==> config.mk <==
export PLATFORM = sky130hd
export DESIGN_NAME = mips_alu
export DESIGN_NICKNAME = d
export VERILOG_FILES = /design/src/rtl/alu_pkg.sv /design/src/rtl/alu_addsub.sv /design/src/rtl/mips_alu.sv
export SDC_FILE = /design/constraint.sdc
export NUM_CORES = 1
export LEC_CHECK = 0
export ABC_AREA = 1
export BUFFER_PORTS_ARGS = -buffer_cell sky130_fd_sc_hd__buf_2
export CAP_MARGIN = 15
export CORE_MARGIN = 1
export CORE_UTILIZATION = 24
export CTS_BUF_LIST = sky130_fd_sc_hd__clkbuf_4 sky130_fd_sc_hd__clkbuf_8
export DETAILED_ROUTE_END_ITERATION = 8
export PLACE_DENSITY = 0.53
export SLEW_MARGIN = 20
export SYNTH_ARGS = -nofsm -noshare
export SYNTH_HDL_FRONTEND = slang
export SYNTH_SLANG_ARGS = --single-unit
==> constraint.sdc <==
create_clock -name clk -period 3.09 [get_ports clk]
set_input_delay 0 -clock clk [delete_from_list [all_inputs] [get_ports clk]]
set_output_delay 0 -clock clk [all_outputs]
set_load 0.01 [all_outputs]
==> src/rtl/alu_pkg.sv <==
// Shared op codes and default datapath width for the execute-stage ALU.
// Latency: none (declarations only).
// Backpressure: none.
package alu_pkg;

    localparam int WIDTH = 32;

    localparam logic [3:0] ALU_AND  = 4'd0;
    localparam logic [3:0] ALU_OR   = 4'd1;
    localparam logic [3:0] ALU_ADD  = 4'd2;
    localparam logic [3:0] ALU_XOR  = 4'd3;
    localparam logic [3:0] ALU_SLL  = 4'd4;
    localparam logic [3:0] ALU_SRL  = 4'd5;
    localparam logic [3:0] ALU_SUB  = 4'd6;
    localparam logic [3:0] ALU_SLT  = 4'd7;
    localparam logic [3:0] ALU_SRA  = 4'd8;
    localparam logic [3:0] ALU_SLTU = 4'd10;
    localparam logic [3:0] ALU_NOR  = 4'd12;

endpackage

==> src/rtl/alu_addsub.sv <==
// Shared adder/subtractor feeding ADD, SUB and both set-less-than ops.
// Latency: combinational.
// Backpressure: none.
module alu_addsub #(
    parameter int WIDTH = 32
) (
    input  logic [WIDTH-1:0] a,
    input  logic [WIDTH-1:0] b,
    input  logic             sub,
    output logic [WIDTH-1:0] sum,
    output logic             carry_out,
    output logic             overflow
);

    logic [WIDTH-1:0] w_b_eff;

    // Subtract is A + ~B + 1; carry_out=1 on subtract means no borrow (A >= B unsigned).
    always_comb begin
        w_b_eff              = sub ? ~b : b;
        {carry_out, sum}     = {1'b0, a} + {1'b0, w_b_eff} + {{WIDTH{1'b0}}, sub};
        overflow             = (a[WIDTH-1] == w_b_eff[WIDTH-1]) && (sum[WIDTH-1] != a[WIDTH-1]);
    end

endmodule

==> src/rtl/mips_alu.sv <==
// Registered 32-bit MIPS execute-stage ALU with Zero flag; ALU_EXT_OPS_EN adds XOR/shifts/SLTU.
// Latency: 1 cycle, result and Zero registered from the inputs sampled at the edge.
// Backpressure: none, one operation accepted every cycle.
module mips_alu
    import alu_pkg::*;
#(
    parameter int W = WIDTH
) (
    input  logic         clk,
    input  logic         reset,
    input  logic [W-1:0] entradaA,
    input  logic [W-1:0] entradaB,
    input  logic [3:0]   entradaControl,
    output logic [W-1:0] ALUresult,
    output logic         Zero
);

    localparam int SHW = $clog2(W);

    logic [W-1:0] w_sum;
    logic         w_carry;
    logic         w_ovf;
    logic         w_sub;
    logic         w_slt;
    logic [W-1:0] w_result;
    logic [W-1:0] r_result;
    logic         r_zero;

    // Every compare op runs the adder in subtract mode.
    assign w_sub = (entradaControl == ALU_SUB) || (entradaControl == ALU_SLT)
                || (entradaControl == ALU_SLTU);

    alu_addsub #(.WIDTH(W)) u_addsub (
        .a         (entradaA),
        .b         (entradaB),
        .sub       (w_sub),
        .sum       (w_sum),
        .carry_out (w_carry),
        .overflow  (w_ovf)
    );

    // Signed less-than corrected for overflow of A - B.
    assign w_slt = w_sum[W-1] ^ w_ovf;

`ifdef ALU_EXT_OPS_EN
    logic [SHW-1:0] w_shamt;
    logic           w_sltu;

    assign w_shamt = entradaA[SHW-1:0];
    // Borrow out of A - B means A < B unsigned.
    assign w_sltu  = ~w_carry;
`else
    logic w_unused_carry;

    assign w_unused_carry = w_carry;
`endif

    // Operation select; unknown codes produce zero so nothing undefined reaches the register.
    always_comb begin
        w_result = '0;
        case (entradaControl)
            ALU_AND:  w_result = entradaA & entradaB;
            ALU_OR:   w_result = entradaA | entradaB;
            ALU_ADD:  w_result = w_sum;
            ALU_SUB:  w_result = w_sum;
            ALU_SLT:  w_result = {{(W-1){1'b0}}, w_slt};
            ALU_NOR:  w_result = ~(entradaA | entradaB);
`ifdef ALU_EXT_OPS_EN
            ALU_XOR:  w_result = entradaA ^ entradaB;
            ALU_SLL:  w_result = entradaB << w_shamt;
            ALU_SRL:  w_result = entradaB >> w_shamt;
            ALU_SRA:  w_result = $unsigned($signed(entradaB) >>> w_shamt);
            ALU_SLTU: w_result = {{(W-1){1'b0}}, w_sltu};
`endif
            default:  w_result = '0;
        endcase
    end

    // Output register; Zero is taken from the next result so it always tracks ALUresult.
    always_ff @(posedge clk) begin
        if (reset) begin
            r_result <= '0;
            r_zero   <= 1'b1;
        end else begin
            r_result <= w_result;
            r_zero   <= (w_result == '0);
        end
    end

    assign ALUresult = r_result;
    assign Zero      = r_zero;

endmodule

==> metrics.md <==
| Metric | Value |
|---|---|
| Outcome | finished, violations left |
| Violated checks | design-rule violations |
| DRC Markers | 2 |
| Area growth, synth to finish | 23.63% |
| Average cell area after synthesis | 5.736 sq um |
| Worst-path maximum fanout | 15 |
| Number of diodes | 0 |
| Layout cell share with drive strength beyond 1 | 18.23% |
| Clock transition at path regs | 0.08 ns |
| Global-route wire length before repair | ~27000 um |
| RSZ-0062 raised after global routing | no |
| Hold Slack | 0.08707 ns |
| Synth Cell Area | 4750 sq um |
| Via/cell ratio | 4.563 |
| Largest net degree at the start of global routing | 34 |
| Final Util | between 30% and 40% |
| Setup Viol. Count Final | 0 |
| Antenna violations before repair | 0 |
| Tmin final | 2.804 ns |
| Worst Path Required | roughly 3.4 ns |
| Crit Path Category | in2reg |
| Io pins | 103 |
| Max-Cap Viols | 0 |
| Worst setup SP type | primary input |
| Peak VDD IR | 0.1231 mV |
| Final hold violations | 0 |
| Port Buffers | 102 |
| TritonCTS Buffers | 5 |
| Hold-fix buffers, CTS | 0 |
| Post-Syn Nets | 936 |
| Final worst-path cycle share | 90.74% |
| FF+latch area | 660.6 sq um |
| DPL Wire Length | 14250 um |
| Fmax | 356.6 MHz |
| DR WL/cell | 14.41 um |
| First DRT Iteration DRCs | 321 |
| Hold Path Class | in2reg |
| GRT overflow | 0 |
| Die height | 142.7 um |
| Post-synthesis sequential area ratio | 13.91% |
| Xor and xnor fraction of the mapped netlist area | 5.901% |
| Vias in the first global route | 5180 |
| WL final | 17490 um |
| CTS sink cnt | 33 |
| CTS root buf | clkbuf_8 |
| CTS tree | built |
| RD Place Congestion | 0.9082 |
| Compound-Gate Fraction of Synth Area | 17.36% |
| Synth Area in Adders | 10.17% |
| #FFs+latches synth | 33 |
| Simple-gate share of the synthesized area | ~40% |
| Most frequent cells in the layout | nand2_1 (194), inv_1 (140), buf_2 (102), nor2_1 (89), nand3_1 (72) |
| DRT antenna net count | 0 |
| Largest buffer count on any clock path | 2 |
| Cell Pwr Density | 327.5 nW/um^2 |
| NumNets Final | about 1100 |
| Slew HR | 45.80% |
| Post-Synthesis Cells | around 830 |
| DR vias | 5540 |
| Starting density of the core | 24.48% |
| Static Leak | 3.224 nW |
| Post-synthesis mux area share | 0% |
| Synth warnings | 0 |
| Core Box Area | slightly below 20000 sq um |
| Area taken by multi-input logic gates | 3480 sq um |
| H-tree levels | 2 |
| Post-synth cell types | 37 |
| Commonest non-fill, non-tap cell in the layout | nand2_1 |
| Largest family of logic cells by synthesized area | simple AND/OR/NAND/NOR gates |
| Worst Path Arrival | just over 3 ns |
| Least-Margin Pin Slew | around 0.80 ns |
| Fillers | between 2000 and 2500 |
| Worst setup EP type | flip-flop |
| DR pass1 iterations | 7 |
| Die area | 20360 sq um |
| GRT Util Overall | 17.42% |
| Slew Viols, Final | 0 |
| Site Rows | 51 |
| Die Width | 142.7 um |
cells by family after synthesis:
kind of cell | count (synthesis)
DFF | 33
AOI/OAI and AO/OA | 136
adders and majority gates | 38
buffers and inverters | 162
and+or+nand+nor | 427
xor gates and xnor gates | 32
cell type report:
type	count	share of cell area (%)
tap	265	5.647
clock buffer	7	1.641
sequential	33	11.25
multi-input combinational	633	59.26
inverter	146	9.333
clock inverter	1	0.08523
timing repair buffer	129	12.79
metal layers:
metal / GRT usage, % / vias to the layer above / routed length, um
li1: - / 2937 / -
met1: 23.74 / 2456 / 8670
met2: 27.89 / 134 / 7612
met3: 3.152 / 13 / 877
met4: 4.867 / 0 / 332
met5: 0 / - / 0
final timing paths:
kind | endpoint | cells after the start | startpoint
worst max-delay path | Zero | 24 | entradaControl[1]
worst min-delay path | ALUresult[0] | 5 | entradaControl[2]
sequential cells by signal, indices dropped and copies added, names as in the netlist:
name       count
Zero           1
ALUresult     32
report_power, final:
part / internal, mW / switching (mW) / total [mW]
logic: 0.399 / 0.669 / 1.07
clock network: 0.202 / 0.199 / 0.401
registers: 0.448 / 0.00629 / 0.454
total: 1.05 / 0.874 / 1.92
Yosys cell counts:
cell type / n / area [sq um]
nand2_1: 195 / 732.0
inv_1: 140 / 525.5
nor2_1: 91 / 341.6
nand3_1: 72 / 360.4
a21oi_1: 62 / 310.3
ha_1: 37 / 462.9
o21ai_0: 37 / 185.2
dfxtp_1: 33 / 660.6
nor3_1: 23 / 115.1
xor2_1: 23 / 201.4
o311a_1: 15 / 150.1
nand2_2: 12 / 75.07
nand3b_1: 12 / 90.09
xnor2_1: 9 / 78.83
buf_2: 8 / 40.04
nor2_2: 7 / 43.79
nand4_1: 6 / 37.54
clkbuf_1: 5 / 18.77
inv_2: 5 / 18.77
o311ai_0: 5 / 43.79
a311oi_1: 4 / 35.03
o21a_1: 4 / 30.03
a221oi_1: 3 / 26.28
nand3_2: 3 / 30.03
nor3_2: 3 / 30.03
a21o_1: 2 / 15.01
buf_1: 2 / 7.510
a211oi_1: 1 / 7.510
a21boi_0: 1 / 7.510
a31oi_1: 1 / 6.260
and2_1: 1 / 6.260
buf_4: 1 / 7.510
clkinv_1: 1 / 3.750
fa_1: 1 / 20.02
nand2_4: 1 / 11.26
o21bai_1: 1 / 7.510
or2_1: 1 / 6.260
worst max-delay path: stages:
cell and delay (ns):
buf_2 0.13, inv_2 0.05, nor2_1 0.09, nand2_1 0.08, nand2_1 0.11, buf_12 0.18
buf_4 0.13, xnor2_1 0.10, inv_1 0.05, ha_1 0.37, nand2_1 0.08, nor2_1 0.16
nand2_1 0.09, nand3_1 0.11, nand2_1 0.11, a21oi_1 0.17, nor2_1 0.09, nor2_1 0.15
nand3_1 0.11, nor2_1 0.21, nand4_1 0.21, nor3_2 0.14, nand3_1 0.09, nand2_1 0.06
through the flow:
stage	setup WS [ns]	TNS, ns	instances	instance area [sq um]	power (mW)
after global routing	0.01509	0	1214	5872	2.100
after detailed placement	-0.05820	-0.05820	1203	5723	1.517
final	0.2860	0	1214	5872	1.923
after floorplan	0.6680	0	828	4750	1.157
after global placement	-0.07081	-0.07081	1203	5723	1.519
after CTS	0.2778	0	1211	5824	1.934
repair_timing:
action                                 4_1_cts  5_1_grt
endpoints found under the hold margin        0        0
resized for setup                            0        5
setup endpoints to repair                    0        1
buffers inserted                             0        3
(Power assumes the default switching activity.)
